--- config.mk ---
export PLATFORM = sky130hd
export DESIGN_NAME = lvds_tx_framer
export DESIGN_NICKNAME = d
export VERILOG_FILES = /design/src/rtl/lvds_tx_pkg.sv /design/src/rtl/lvds_tx_framer_prbs.sv /design/src/rtl/lvds_tx_framer.sv
export SDC_FILE = /design/constraint.sdc
export NUM_CORES = 1
export LEC_CHECK = 0
export CAP_MARGIN = 20
export CORE_MARGIN = 2
export CORE_UTILIZATION = 40
export CTS_CLUSTER_DIAMETER = 200
export DETAILED_ROUTE_END_ITERATION = 10
export PLACE_DENSITY = 0.8
export RECOVER_POWER = 100
export SLEW_MARGIN = 10
export SYNTH_ARGS = -nofsm -noshare
export SYNTH_HDL_FRONTEND = slang
export SYNTH_SLANG_ARGS = --single-unit
--- constraint.sdc ---
create_clock -name CLK -period 2.65 [get_ports CLK]
set_input_delay 0.265 -clock CLK [delete_from_list [all_inputs] [get_ports CLK]]
set_output_delay 0.265 -clock CLK [all_outputs]
set_load 0.02 [all_outputs]
--- src/rtl/lvds_tx_pkg.sv ---
// Shared types, default patterns and bit-manipulation helpers for the LVDS TX framer.
// The LVDS_TX_PRBS_EN macro enables the PRBS7 test-pattern path in lvds_tx_framer.
package lvds_tx_pkg;

    typedef enum logic [1:0] {
        S_IDLE  = 2'd0,
        S_TRAIN = 2'd1,
        S_DATA  = 2'd2
    } state_e;

    typedef enum logic [2:0] {
        SRC_ZERO  = 3'd0,
        SRC_TRAIN = 3'd1,
        SRC_SYNC  = 3'd2,
        SRC_IDLE  = 3'd3,
        SRC_DATA  = 3'd4,
        SRC_PRBS  = 3'd5
    } src_e;

    localparam logic [7:0] TRAIN_PAT_DEF = 8'hF0;
    localparam logic [7:0] SYNC_PAT_DEF  = 8'hB5;
    localparam logic [7:0] IDLE_PAT_DEF  = 8'h3C;
    // Forwarded-clock word: bit 0 = 1, alternating, wide enough for SER_W up to 10
    localparam logic [9:0] CLK_PAT_ALT   = 10'h155;

    // Advance PRBS7 (x^7+x^6+1) nbits times; returns {word[9:0], next_state[6:0]},
    // word holds the generated bits in its low nbits, first-generated bit highest.
    function automatic logic [16:0] prbs7_step(input logic [6:0] seed, input int nbits);
        logic [6:0] s;
        logic [9:0] w;
        logic       nb;
        s  = seed;
        w  = 10'd0;
        nb = 1'b0;
        for (int k = 0; k < 10; k++) begin
            if (k < nbits) begin
                nb = s[6] ^ s[5];
                s  = {s[5:0], nb};
                w  = {w[8:0], nb};
            end
        end
        return {w, s};
    endfunction

    // Reverse the low nbits of w; bits above nbits come back as zero.
    function automatic logic [9:0] bit_rev(input logic [9:0] w, input int nbits);
        logic [9:0] r;
        logic [9:0] t;
        r = 10'd0;
        t = w;
        for (int k = 0; k < 10; k++) begin
            if (k < nbits) begin
                r = {r[8:0], t[0]};
                t = t >> 4'd1;
            end
        end
        return r;
    endfunction

endpackage

--- src/rtl/lvds_tx_framer_prbs.sv ---
// Single-lane PRBS7 generator (lvds_tx_prbs); used only when LVDS_TX_PRBS_EN is defined.
module lvds_tx_prbs
    import lvds_tx_pkg::*;
#(
    parameter int         SER_W = 8,
    parameter logic [6:0] SEED  = 7'h01
) (
    input  logic             clk,
    input  logic             rst,
    input  logic             load,
    input  logic             adv,
    output logic [SER_W-1:0] word
);

    logic [6:0] lfsr_r;

    assign word = SER_W'(prbs7_step(lfsr_r, SER_W) >> 5'd7);

    // Sequence advances only when its word is actually transmitted, so payload stays contiguous
    always_ff @(posedge clk) begin
        if (rst || load) begin
            lfsr_r <= SEED;
        end else if (adv) begin
            lfsr_r <= 7'(prbs7_step(lfsr_r, SER_W));
        end
    end

endmodule

--- src/rtl/lvds_tx_framer.sv ---
// LVDS transmit framer: link training, periodic sync framing and idle fill over a valid/ready port.
// Define LVDS_TX_PRBS_EN to add per-lane PRBS7 payload selected by TEST_MODE.
module lvds_tx_framer
    import lvds_tx_pkg::*;
#(
    parameter int               DB_W      = 16,
    parameter int               SER_W     = 8,
    parameter int               TRAIN_LEN = 256,
    parameter int               FRAME_LEN = 64,
    parameter logic [SER_W-1:0] TRAIN_PAT = SER_W'(TRAIN_PAT_DEF),
    parameter logic [SER_W-1:0] SYNC_PAT  = SER_W'(SYNC_PAT_DEF),
    parameter logic [SER_W-1:0] IDLE_PAT  = SER_W'(IDLE_PAT_DEF)
) (
    input  logic                    CLK,
    input  logic                    RST,
    input  logic                    EN,
    input  logic                    RETRAIN,
    input  logic                    TEST_MODE,
    input  logic                    TX_DVLD,
    output logic                    TX_RDY,
    input  logic [DB_W*SER_W-1:0]   TX_DATA,
    output logic [DB_W*SER_W-1:0]   OSER_DATA,
    output logic [SER_W-1:0]        OSER_CLK_PAT,
    output logic                    LINK_UP,
    output logic [15:0]             FRAME_CNT
);

    localparam int TC_W = (TRAIN_LEN > 2) ? $clog2(TRAIN_LEN) : 1;
    localparam int SC_W = $clog2(FRAME_LEN + 1);

    state_e                  state_r, state_nxt_s;
    logic [TC_W-1:0]         train_cnt_r, train_cnt_nxt_s;
    logic [SC_W-1:0]         slot_cnt_r, slot_cnt_nxt_s;
    logic [15:0]             frame_cnt_r;
    logic                    frame_inc_s;
    logic                    tx_rdy_s;
    logic                    prbs_sel_s;
    src_e                    src_s;
    logic [DB_W*SER_W-1:0]   oser_nxt_s, oser_data_r;
    logic [SER_W-1:0]        clk_pat_r;
    logic                    link_up_r;

`ifdef LVDS_TX_PRBS_EN
    assign prbs_sel_s = TEST_MODE;
`else
    logic test_mode_unused_s;
    assign test_mode_unused_s = TEST_MODE;
    assign prbs_sel_s         = 1'b0;
`endif

    // RST gating keeps the source from seeing an accept that reset would discard
    assign tx_rdy_s = !RST && EN && !RETRAIN && !prbs_sel_s &&
                      (state_r == S_DATA) && (slot_cnt_r != SC_W'(0));

    // Next state and counters; EN low wins over every other request
    always_comb begin
        state_nxt_s     = state_r;
        train_cnt_nxt_s = train_cnt_r;
        slot_cnt_nxt_s  = slot_cnt_r;
        if (!EN) begin
            state_nxt_s     = S_IDLE;
            train_cnt_nxt_s = TC_W'(0);
            slot_cnt_nxt_s  = SC_W'(0);
        end else begin
            case (state_r)
                S_IDLE: begin
                    state_nxt_s     = S_TRAIN;
                    train_cnt_nxt_s = TC_W'(0);
                end
                S_TRAIN: begin
                    if (RETRAIN) begin
                        train_cnt_nxt_s = TC_W'(0);
                    end else if (train_cnt_r == TC_W'(TRAIN_LEN - 1)) begin
                        state_nxt_s     = S_DATA;
                        train_cnt_nxt_s = TC_W'(0);
                        slot_cnt_nxt_s  = SC_W'(0);
                    end else begin
                        train_cnt_nxt_s = train_cnt_r + TC_W'(1);
                    end
                end
                S_DATA: begin
                    if (RETRAIN) begin
                        state_nxt_s     = S_TRAIN;
                        train_cnt_nxt_s = TC_W'(0);
                        slot_cnt_nxt_s  = SC_W'(0);
                    end else if (slot_cnt_r == SC_W'(FRAME_LEN)) begin
                        slot_cnt_nxt_s  = SC_W'(0);
                    end else begin
                        slot_cnt_nxt_s  = slot_cnt_r + SC_W'(1);
                    end
                end
                default: begin
                    state_nxt_s     = S_IDLE;
                    train_cnt_nxt_s = TC_W'(0);
                    slot_cnt_nxt_s  = SC_W'(0);
                end
            endcase
        end
    end

    // Word source for this cycle, shared by all lanes
    always_comb begin
        src_s       = SRC_ZERO;
        frame_inc_s = 1'b0;
        if (!EN) begin
            src_s = SRC_ZERO;
        end else begin
            case (state_r)
                S_TRAIN: src_s = SRC_TRAIN;
                S_DATA: begin
                    if (slot_cnt_r == SC_W'(0)) begin
                        src_s       = SRC_SYNC;
                        frame_inc_s = 1'b1;
                    end else if (tx_rdy_s && TX_DVLD) begin
                        src_s = SRC_DATA;
                    end else if (prbs_sel_s) begin
                        src_s = SRC_PRBS;
                    end else begin
                        src_s = SRC_IDLE;
                    end
                end
                default: src_s = SRC_ZERO;
            endcase
        end
    end

    for (genvar gi = 0; gi < DB_W; gi++) begin : g_lane
        logic [SER_W-1:0] word_s;
        logic [SER_W-1:0] prbs_word_s;

`ifdef LVDS_TX_PRBS_EN
        lvds_tx_prbs #(
            .SER_W (SER_W),
            .SEED  (7'(gi + 1))
        ) u_prbs (
            .clk   (CLK),
            .rst   (RST),
            .load  (state_r != S_DATA),
            .adv   (src_s == SRC_PRBS),
            .word  (prbs_word_s)
        );
`else
        assign prbs_word_s = '0;
`endif

        // Per-lane word mux
        always_comb begin
            case (src_s)
                SRC_TRAIN: word_s = TRAIN_PAT;
                SRC_SYNC:  word_s = SYNC_PAT;
                SRC_IDLE:  word_s = IDLE_PAT;
                SRC_DATA:  word_s = TX_DATA[gi*SER_W +: SER_W];
                SRC_PRBS:  word_s = prbs_word_s;
                default:   word_s = '0;
            endcase
        end

        // OSERDES shifts out bit 0 first, so the word MSB goes to bit 0
        assign oser_nxt_s[gi*SER_W +: SER_W] = SER_W'(bit_rev(10'(word_s), SER_W));
    end

    // State, counters and registered outputs
    always_ff @(posedge CLK) begin
        if (RST) begin
            state_r     <= S_IDLE;
            train_cnt_r <= TC_W'(0);
            slot_cnt_r  <= SC_W'(0);
            frame_cnt_r <= 16'd0;
            oser_data_r <= '0;
            clk_pat_r   <= '0;
            link_up_r   <= 1'b0;
        end else begin
            state_r     <= state_nxt_s;
            train_cnt_r <= train_cnt_nxt_s;
            slot_cnt_r  <= slot_cnt_nxt_s;
            if (frame_inc_s) begin
                frame_cnt_r <= frame_cnt_r + 16'd1;
            end
            oser_data_r <= oser_nxt_s;
            clk_pat_r   <= (src_s == SRC_ZERO) ? '0 : CLK_PAT_ALT[SER_W-1:0];
            link_up_r   <= EN && (state_r == S_DATA);
        end
    end

    assign TX_RDY       = tx_rdy_s;
    assign OSER_DATA    = oser_data_r;
    assign OSER_CLK_PAT = clk_pat_r;
    assign LINK_UP      = link_up_r;
    assign FRAME_CNT    = frame_cnt_r;

endmodule
== After elaboration in Yosys (flattened, before gate mapping) ==
Cells that the tools add are included.
Storage, ports and cells
  flip-flop bits (word level): 170
  latch bits: 0
  RAM bits: 0
  memory bits (read-only): 0
  output and inout bits: 154
  memories: 0
Operators by class
  add/sub/neg operators: 3
  multiply operators: 0
  div/mod/pow operators: 0
  $lt $le $gt $ge: 0
  equality and inequality tests: 11
  shifts and indexed selects: 0
  mux-type cells: 37
  bitwise operators: 2
  reduce and logical (&&, ||, !) cells: 15
Operators with widths (number)
  one-hot mux 8 bit (4 select lines): 16
  2-to-1 mux 7 bit: 5
  2-to-1 mux 8 bit: 3
  one-hot mux 7 bit (3 select lines): 1
  adder 16 x 1 -> 16 bit (second input constant): 1
  one-hot mux 8 bit (2 select lines): 1
  2-to-1 mux 3 bit: 3
  adder 8 x 1 -> 8 bit (second input constant): 1
  == test 8 bit (second input constant): 1
  adder 7 x 1 -> 7 bit (second input constant): 1
  == test 7 bit (second input constant): 1
  logical NOT 7 bit: 1
  nonzero test 7 bit: 1
  == test 3 x 2 -> 1 bit (second input constant): 2
  logical AND 1 bit: 6
  2-to-1 mux 2 bit: 3
  != test 2 bit (second input constant): 3
  one-hot mux 2 bit (3 select lines): 1
  one-hot mux 3 bit (2 select lines): 1
  AND reduction 3 bit: 2
  == test 3 x 1 -> 1 bit (second input constant): 1
  == test 3 bit (second input constant): 1
  logical NOT 3 bit: 1
  2-to-1 mux 1 bit: 3
  other kinds (6): 8

== Logic depth before layout (Yosys ltp) ==
  word-level depth: 12
  mapped depth: 9
  mapped depth without buffers: 6

== Worst setup path before layout ==
OpenSTA, ideal clock, no wires.
  kind: flip-flop to flip-flop
  from: register state_r[1]
  to: register oser_data_r[10], in the netlist OSER_DATA[10]
  library setup time: 0.058 ns
  data arrival time: 1.963 ns
  path slack: 0.629 ns
  stages on the path, launching flop included: 9
  buffers on the path: 3
  clock period less this slack: 2.021 ns
  path through: dfxtp_1 -> inv_1 -> ha_1 -> clkbuf_1 -> nand4b_1 -> a211oi_1 -> buf_2 -> clkbuf_1 -> a21o_1
Between the ends
  cells in the longest elaborated chain, start to end: 10
  elaborated cells on any way between the ends: 14
Ends and longest elaborated chain
  start: declaration: line lvds_tx_framer.sv:31  | state_e state_r, state_nxt_s;
  start signal: assignment: line lvds_tx_framer.sv:173  | state_r <= state_nxt_s;
  == test 2 bit: line lvds_tx_framer.sv:53, lvds_tx_framer.sv:108
  logical AND 1 bit: line lvds_tx_framer.sv:52  | assign tx_rdy_s = !RST && EN && !RETRAIN && !prbs_sel_s &&
  logical AND 1 bit: line lvds_tx_framer.sv:53  | (state_r == S_DATA) && (slot_cnt_r != SC_W'(0));
  logical AND 1 bit: line lvds_tx_framer.sv:114  | end else if (tx_rdy_s && TX_DVLD) begin
  2-to-1 mux 3 bit: line lvds_tx_framer.sv:114
  2-to-1 mux 3 bit: line lvds_tx_framer.sv:111  | if (slot_cnt_r == SC_W'(0)) begin
  one-hot mux 3 bit (2 select lines) *: line lvds_tx_framer.sv:108  | case (state_r)
  2-to-1 mux 3 bit *: line lvds_tx_framer.sv:105  | if (!EN) begin
  == test 3 bit, or another cell as far along: line lvds_tx_framer.sv:148  | case (src_s)
  one-hot mux 8 bit (4 select lines) *: line lvds_tx_framer.sv:148
  end signal: assignment: line lvds_tx_framer.sv:179  | oser_data_r <= oser_nxt_s;
  end: declaration: line lvds_tx_framer.sv:39  | logic [DB_W*SER_W-1:0] oser_nxt_s, oser_data_r;
Mark *: on every way between the ends. The rest lies on a longest branch, timed or not.
A chain may end at the register's enable or synchronous reset.

== Final worst setup path ==
  from: register slot_cnt_r[0]
  to: register oser_data_r[12], in the netlist OSER_DATA[12]
Between the ends
  cells in the longest elaborated chain, start to end: 9
  elaborated cells on any way between the ends: 13
Ends and longest elaborated chain
  start: declaration: line lvds_tx_framer.sv:33  | logic [SC_W-1:0] slot_cnt_r, slot_cnt_nxt_s;
  start signal: assignment: line lvds_tx_framer.sv:175  | slot_cnt_r <= slot_cnt_nxt_s;
  nonzero test 7 bit: line lvds_tx_framer.sv:53
  logical AND 1 bit: line lvds_tx_framer.sv:53
  logical AND 1 bit: line lvds_tx_framer.sv:114
  2-to-1 mux 3 bit: line lvds_tx_framer.sv:114
  2-to-1 mux 3 bit *: line lvds_tx_framer.sv:111
  one-hot mux 3 bit (2 select lines) *: line lvds_tx_framer.sv:108
  2-to-1 mux 3 bit *: line lvds_tx_framer.sv:105
  == test 3 bit, or another cell as far along: line lvds_tx_framer.sv:148
  one-hot mux 8 bit (4 select lines) *: line lvds_tx_framer.sv:148
Marks and branches as above.

==> metrics.txt <==
outcome=finished clean; min-delay worst type=primary input to register; worst-path maximum fanout=16; Adder-Cell Fraction of Synth Area=1.76%; Max-Cap Viols=0; Max stage delay cell, worst path=nor3_4; First-pass DRT Iterations=5; FF-to-FF Start=slot_cnt_r[0]; routability cong.=0.855; sw frac=21.8%; Logic pwr share=6.4%; Reg power frac=48.9%; Clock Power Share=44.7%; Post-synth top flop=dfxtp_1; clock tree from TritonCTS=done; peak supply drop=379 uV; worst-margin pin slew=0.807 ns; Die Y=123 um; NumNets Final=952; xor-xnor portion of the synthesized cell area=1.85%; R2R setup slack=0.25 ns; CP Capture Point=OSER_DATA[12]; Synth warnings=0; area share of the leading cell type in the synthesized netlist=57.4%; Synth area leader=dfxtp_1; Data required, critical path=3.02 ns; Post-Synth Simple-Gate Area=14.5%; first-pass GRT wire length=25.8 mm; Synth Area in Compound Gates=19.6%; final setup TNS=0 ns; pin count of the biggest net entering global routing=113; CTS Root Cell=clkbuf_16; CTS Buffer Depth=2; Worst setup EP type=register; worst r2r path cells=6; reg2reg end=OSER_DATA[12]; leakage=4.57 nW; final-layout fill cell count=1,060; largest family of logic cells by synthesized area=compound AO/OA/AOI/OAI gates; Int Power=3.95 mW; power per cell area=553 mW/mm2; Post-CTS Setup Inserts=0; gr ovfl total=0; post-synthesis mux area share=0.176%; max incr delay on CP=0.69 ns; final wirelength=17.7 mm; Netlist cell types=48; synthesized area=0.00569 mm2; Setup Viol. Count Final=0; FP Rows=43; Via Count=5,035; RSZ-0062 raised after global routing=no; DRT antenna net count=0; Yosys reg bits=163; fin. max-slew vios=0; port bufs=282; H-tree levels=4; Starting Density=41.0%; crit path DAT=2.77 ns; total power=5.05 mW; hold_ws=0.402 ns; Die Wd=123 um; ANT cells=0; Worst Skew=0.0110 ns; Area contributors post-synth=dfxtp_1 57%, a21o_1 11%, a21oi_1 2.9%, o21a_1 2.2%, and2_1 2.0%; CP startpoint kind=register; IO Pins=288; Clock Latency Late Sink=0.43 ns; f_max=0.417 GHz; post-DP HPWL=12.8 mm; core footprint=0.0139 mm2; Synth Instances=539; EDFF count, synth=0; Syn-to-layout area delta=60.4%; WL/cell=17.7 um; crit-path cells=inv_1, ha_1, or4b_1, o211a_1, nor3_4, a21o_1; final hold vios=0; overall global routing resource usage=22.4%; Synth async-reset ratio=0%; share of cells above drive strength 1=5.72%; initial antenna violation count=0; Worst Path Class, Setup=register to register; Setup crit start=slot_cnt_r[0]; vias in the first global route=4,951; Final Critical Period=2.40 ns; Die ar.=0.0152 mm2; Psw=1.10 mW; Vias/cell=5.02; max_slew headroom=46.1%; CTS Buf Count=17; clock edge transition at the registers on the reported setup and hold paths=0.06 ns; Iter 0 DRT Violations=417; # DRC=0; clk sinks=163; final period utilization=90.6%; final core utilization=65.7%; Avg Synthesized Cell Area=10.6 um2; Seq/Total Area, Yosys=57.4%
-- stage by stage --
stage	worst slack (ns)	std cells	cell area (um2)
final	0.249	1002	9120
after global routing	0.0738	1002	9120
after CTS	0.0946	1002	9160
after detailed placement	0.284	971	8620
after floorplan	0.629	542	5700
after global placement	0.313	971	8620
-- critical path: cells and delay by family, from the launching register on --
kind                     cells  cell delay, ns
AND/OR/NAND/NOR              2            1.26
AO/OA/AOI/OAI                2            0.49
buffers and inverters        1            0.07
flip-flops                   1            0.35
adder cells (fa/ha/maj)      1            0.16
-- Yosys cell counts, types with 5 or more instances --
master / n
nand4_1: 9
a21o_1: 81
nor2_1: 21
nand4b_1: 5
dfxtp_1: 163
ha_1: 8
o21ai_0: 7
a21oi_1: 33
nor3_1: 6
nand2_1: 30
buf_2: 10
o31ai_1: 8
or4_1: 9
buf_4: 11
nand3_1: 13
clkbuf_1: 18
o21a_1: 17
xnor2_1: 8
inv_1: 9
or3_1: 7
and2_1: 18
-- flip-flops by register name, summed over array words and instances, names as in the netlist --
name / flops
state_r: 2
train_cnt_r: 8
LINK_UP: 1
slot_cnt_r: 7
FRAME_CNT: 16
OSER_DATA: 128
OSER_CLK_PAT: 1
-- how the worst min path moves through the flow --
stage,startpoint,to,cells after the start
2_1_floorplan,RETRAIN,train_cnt_r[1],1
3_3_place_gp,FRAME_CNT[15],FRAME_CNT[15],2
3_5_place_dp,FRAME_CNT[15],FRAME_CNT[15],2
4_1_cts,TX_DATA[78],OSER_DATA[73],3
5_1_grt,TX_DATA[49],OSER_DATA[54],2
6_report,TX_DATA[49],OSER_DATA[54],2
-- cell families (layout without fill, tap and decap cells) --
| group | Yosys count | count (layout) |
|---|---|---|
| AO/OA/AOI/OAI | 160 | 160 |
| XOR/XNOR | 12 | 12 |
| adder cells (fa/ha/maj) | 8 | 8 |
| buffers and inverters | 52 | 332 |
| flip-flops | 163 | 163 |
| multiplexers | 1 | 1 |
| other | 1 | 4 |
| AND/OR/NAND/NOR | 142 | 142 |
-- timing repair --
action                     in CTS  in global routing
hold buffers                    0                  0
hold endpoints to repair        0                  0
setup endpoints to repair       0                  1
gates resized for setup         0                  1
-- layout make-up --
class / instances / area (um2) / area share (%)
sequential: 163 / 3260 / 35.8
timing repair buffer: 292 / 2900 / 31.7
tap: 180 / 225 / 2.47
multi-input combinational: 327 / 2160 / 23.7
clock inverter: 10 / 73.8 / 0.809
clock buffer: 21 / 470 / 5.16
inverter: 9 / 33.8 / 0.370
-- metal layers --
layer,share of wire [%],GRT usage (%),wire length [um],up-vias
met3,7.4,6.18,1310,35
met1,38,25.2,6800,2376
li1,-,-,-,2409
met4,2.8,9.38,492,0
met5,0,0,0,-
met2,51,39.7,9120,215
-- cell usage in the layout, fill, tap and decap left out, types with 3 or more instances in the layout --
cell type,n
nor2b_1,3
o31ai_1,8
or4_1,9
o211ai_1,3
o22ai_1,4
a21o_1,81
inv_1,9
clkbuf_8,3
or2_2,3
conb_1,4
nand4b_1,5
and2_0,6
and2_1,12
nand2b_1,3
xor2_1,4
nand3_1,13
dfxtp_1,163
o21ai_0,7
nor3_1,6
nand2_1,30
and4_1,3
a21oi_1,32
clkbuf_16,17
nor2_1,21
buf_4,6
ha_1,8
a211oi_1,4
or3_1,7
nand4_1,9
clkbuf_1,4
clkdlybuf4s50_1,131
dlygate4sd3_1,150
xnor2_1,8
o21a_1,17
clkinv_2,3
inv_6,3
-- power by group through the flow --
stage | Sequential, mW | Clock (mW) | Combinational, mW
floorplan | 2.54 | 0 | 0.0692
global placement | 2.52 | 0 | 0.317
detailed placement | 2.53 | 0 | 0.323
CTS | 2.47 | 2.30 | 0.326
global route | 2.47 | 2.38 | 0.339
finish | 2.47 | 2.26 | 0.321
No activity file was read; power rests on OpenSTA's default activity.
==> patch 1, RTL diff (config.mk and constraints unchanged) <==
`DB_W`: 16 -> 24.
--- a/src/rtl/lvds_tx_framer.sv
+++ b/src/rtl/lvds_tx_framer.sv
@@ -3,7 +3,7 @@
 module lvds_tx_framer
     import lvds_tx_pkg::*;
 #(
-    parameter int               DB_W      = 16,
+    parameter int               DB_W      = 24,
     parameter int               SER_W     = 8,
     parameter int               TRAIN_LEN = 256,
     parameter int               FRAME_LEN = 64,
Interface: changed (resized OSER_DATA and TX_DATA); port bits go from 288 to 416. No check against the original RTL was run, so the function may have changed too.
==> patch 1 against the unedited design <==
  * Sequential share of layout area decreased by 0.85 points
  * Worst setup slack got worse by 64 ps
  * Power increased by 45%
  * Highest routed layer unchanged
  * Final area increased by 43%
  * Die area increased by 37%
  * Sequential cell count increased by 64
  * Count of clock-buffer cells in the layout increased by 15
  * Area after synthesis increased by 38%
  * Routed wire length increased by 56%
  * Largest cell class unchanged
  * Maximum frequency decreased by 2.6%
  * Clock power increased by 49%
==> patch 1: results (changes against the unedited design) <==
* CP arrival at 2820 ps (+50 ps)
* Detailed placer's ending HPWL at 19.4 mm (+51%)
* Synth top area cells: dfxtp_1, a21oi_1, nand2_1
* R2R setup slack at 190 ps (-60 ps)
* DRT antenna net count at 0 (unchanged)
* Final worst-path cycle share at 93.0% (+2.4 points)
* Clk_skew at 17.2 ps (+6.16 ps)
* Hold WC Path Type: in -> reg
* Switching fraction of total power at 21.2% (-0.64 points)
* Total GRT Usage at 24.6% (+2.2 points)
* Critical-path maximum fanout at 54 (+38)
* Post-layout nets at 1,452 (+53%)
* Worst-skew pair later-pin latency at 520 ps (+90 ps)
* Root Driver: clkbuf_16
* TritonCTS Buffers at 24 (+7)
* Clock slew at reported path FFs at 60 ps (about the same)
* Sequential area share after synthesis at 57.9% (+0.52 points)
* Routability cong. at 0.833 (-2.5%)
* Commonest cells post-synth: dfxtp_1, a21oi_1, nand2_1
* Initial antenna violation count at 0 (unchanged)
* Worst VDD drop at 0.480 mV (+27%)
* H-Tree Depth at 1 (-3)
* Fillers at 1,495 (+41%)
* Share of cells above drive strength 1 at 6.25% (+0.54 points)
* WHS Path Cells at 3 (+1)
* Asr flop ratio synth at 0% (unchanged)
* First-pass GRT wire length at 40.0 mm (+55%)
* Clk buf depth at 3 (+1)
* Detailed router's first-iteration violation count at 498 (+19%)
* Port buffer count at 410 (+45%)
* Number of diodes at 0 (unchanged)
* Slew HR at 36.6% (-9.5 points)
* Pre-antenna DRT Iters at 5 (unchanged)
* Total of warnings raised by yosys at 0 (unchanged)
* Vias in the first global route at 7,158 (+45%)
* Setup bufs post-CTS at 0 (unchanged)
* Leak at 5.56 nW (+22%)
* Distinct cells, synth at 50 (+4.2%)
* Avg Vias per Cell at 5.00 (-0.42%)
* Synth top area share at 57.9% (+0.52 points)
* WL final at 27.6 mm (+56%)
* Max FFs per register at 192 (+50%)
* Outcome: finished clean
* Pin count of the biggest net entering global routing at 91 (-19%)
* R2R cell count at 8 (+2)
## patch 1: cell types whose count changed after synthesis, sizes merged, moves of 7 or more
| cell | change |
|---|---|
| a21o | -79 |
| a21oi | +123 |
| o21a | -17 |
| dfxtp | +64 |
| nand2 | +104 |
| nor2 | +30 |
| clkbuf | +32 |
| buf | +8 |
| and2 | +7 |
| a31oi | +49 |
## patch 1: what timing repair did
| action | CTS | global route |
|---|---|---|
| hold buffers | 0 | 0 |
| setup endpoints to repair | 1 | 0 |
| resized for setup | 2 | 0 |
## patch 1: worst paths after layout
kind / endpoint / start
setup / recovery: OSER_DATA[52] / slot_cnt_r[0]
hold reg to reg: train_cnt_r[6] / train_cnt_r[6]
setup reg to reg: OSER_DATA[52] / slot_cnt_r[0]
hold / removal: OSER_DATA[41] / TX_DATA[46]
## patch 1: area by class of cell
class / instances / area (µm²) / area share (%)
inverters: 13 / 48.8 / 0.375
repair buffers: 438 / 4360 / 33.5
flip-flops and latches: 227 / 4540 / 34.9
clock inverters: 7 / 96.3 / 0.740
well taps: 265 / 332 / 2.55
clock buffers: 36 / 696 / 5.35
multi-input cells: 542 / 2940 / 22.6
## patch 1: critical path, cell delays in order (launching register included)
cell and delay [ps]:
dfxtp_1 350, inv_1 100, ha_1 180, or4b_1 540
clkbuf_1 210, o211ai_1 190, a221o_2 300, buf_12 280
a21oi_1 120
## patch 1: power by group through the flow
stage | clock (mW) | combinational, mW | sequential, mW
floorplan | 0 | 0.114 | 3.54
global placement | 0 | 0.497 | 3.52
detailed placement | 0 | 0.504 | 3.52
CTS | 3.42 | 0.509 | 3.44
global route | 3.54 | 0.533 | 3.44
finish | 3.36 | 0.501 | 3.44
## patch 1: cells by family (layout without fill, tap and decap cells)
| family | count (synthesis) | after routing | share of synthesized area [%] |
|---|---|---|---|
| compound gates | 232 | 232 | 16.4 |
| xor+xnor | 11 | 11 | 1.23 |
| fa+ha+maj | 8 | 8 | 1.28 |
| buf+inv | 96 | 494 | 5.28 |
| flops | 227 | 227 | 57.9 |
| mux | 7 | 7 | 0.988 |
| other cells | 1 | 4 | 0.0478 |
| simple gates | 280 | 280 | 16.9 |
## patch 1: stage by stage
stage	std cells	worst slack [ps]	util [%]	area, µm²	hold slack [ps]
floorplan	865	417	-	7860	344
global placement	1485	294	63.3	12200	501
detailed placement	1485	245	63.3	12200	514
CTS	1528	229	67.4	13000	273
global route	1528	60.0	67.3	13000	281
finish	1528	185	67.3	13000	292
## patch 1: routing by layer
metal | vias up | share of wire (%) | track usage, %
met2 | 317 | 51 | 43.9
met3 | 53 | 8.4 | 6.66
li1 | 3700 | - | -
met5 | - | 0 | 0
met1 | 3576 | 38 | 28.6
met4 | 0 | 3.0 | 7.84
==> patch 2, RTL diff (same settings) <==
Made on the original files. Encoding of `state_e`: now one-hot (3 bits for 3 states).
--- a/src/rtl/lvds_tx_pkg.sv
+++ b/src/rtl/lvds_tx_pkg.sv
@@ -2,10 +2,10 @@
 // The LVDS_TX_PRBS_EN macro enables the PRBS7 test-pattern path in lvds_tx_framer.
 package lvds_tx_pkg;
 
-    typedef enum logic [1:0] {
-        S_IDLE  = 2'd0,
-        S_TRAIN = 2'd1,
-        S_DATA  = 2'd2
+    typedef enum logic [2:0] {
+        S_IDLE  = 3'b001,
+        S_TRAIN = 3'b010,
+        S_DATA  = 3'b100
     } state_e;
 
     typedef enum logic [2:0] {
Check against the original RTL: no difference found for any inputs over 10 cycles, from zero or initial values and one cycle with RST high; not proved beyond that.
==> patch 2 against the unedited design <==
  * Utilization is 1.9 points higher
  * Sequential share of layout area grew 0.75 points
  * Combinational power down 12%
  * Non-clock buffer count up 5
  * Area after synthesis fell by 3.6%
  * Routed wire length decreased by 6.5%
  * Global-route usage rose by 0.077 points
  * Worst setup slack lost 70 ps
  * Sequential cell count grew 1
  * Final area fell by 1.4%
  * Critical path type unchanged
  * Power increased by 3.7%
==> patch 2: results (changes against the unedited design) <==
* R2R Path End: OSER_DATA[66]
* Slew HR at 59.3% (+13 points)
* Wire per inst at 17.2 µm (-3.0%)
* Fraction of area in multi-input gates at 21.7% (-2.0 points)
* Vias in the first global route at 4,828 (-2.5%)
* Sequential area share after synthesis at 59.9% (+2.5 points)
* Worst Hold Launch: TX_DATA[81]
* Clk_skew at 6.85 ps (-4.15 ps)
* Final std cells w/o fill at 966 (-3.6%)
* Routability cong. at 0.861 (+0.77%)
* Clk_buf instances at 22 (+4.8%)
* Total GRT Usage at 22.5% (+0.077 points)
* Post-synthesis mux area share at 0.183% (+0.0066 points)
* Initial antenna violation count at 1 (+1)
* Worst VDD drop at 0.388 mV (+2.3%)
* R2R cell count at 8 (+2)
* First-pass GRT wire length at 25.0 mm (-3.2%)
* Share of cells above drive strength 1 at 6.34% (+0.62 points)
* Pwr per Cell Area at 582 mW/mm² (+5.3%)
* Fillers at 1,008 (-4.9%)
* R2R setup slack at 180 ps (-70 ps)
* Distinct cells, synth at 47 (-2.1%)
* Mapped Avg Cell Area at 11.1 µm² (+5.1%)
* FF+latch count at 164 (+0.61%)
* Placed Cells at 932 (-4.0%)
* Core box area at 0.0133 mm² (-4.2%)
* CP arrival at 2830 ps (+60 ps)
* Leak at 4.69 nW (+2.7%)
* Number of diodes at 1 (+1)
* CP max stage cell: or3_1
* Plain + repair buffers at 297 (+1.7%)
* Outcome: finished clean
* Synth top area cells: dfxtp_1, a21o_1, nor2_1
* Post-Synth XOR/XNOR Area at 4.15% (+2.3 points)
[patch 2: how the worst max path moves through the flow]
stage,from,cells after the start,endpoint,slack [ps]
after floorplan,slot_cnt_r[0],9,FRAME_CNT[14],470
after global placement,slot_cnt_r[0],7,FRAME_CNT[10],260
after detailed placement,EN,6,OSER_DATA[60],160
after CTS,slot_cnt_r[0],6,TX_RDY,60
after global routing,slot_cnt_r[0],8,OSER_DATA[91],20
final,slot_cnt_r[0],8,OSER_DATA[66],180
[patch 2: power by group]
| group | switching, mW | leakage [nW] | total (mW) | internal [mW] |
|---|---|---|---|---|
| logic | 0.0863 | 3.08 | 0.282 | 0.196 |
| clock network | 0.977 | 0.294 | 2.47 | 1.49 |
| registers | 0.00713 | 1.32 | 2.48 | 2.47 |
[patch 2: layer usage]
metal	global-route usage (%)	routed length [µm]
met1	23.7	6020
met2	39.3	8390
met3	8.60	1520
met4	10.6	639
met5	0	0
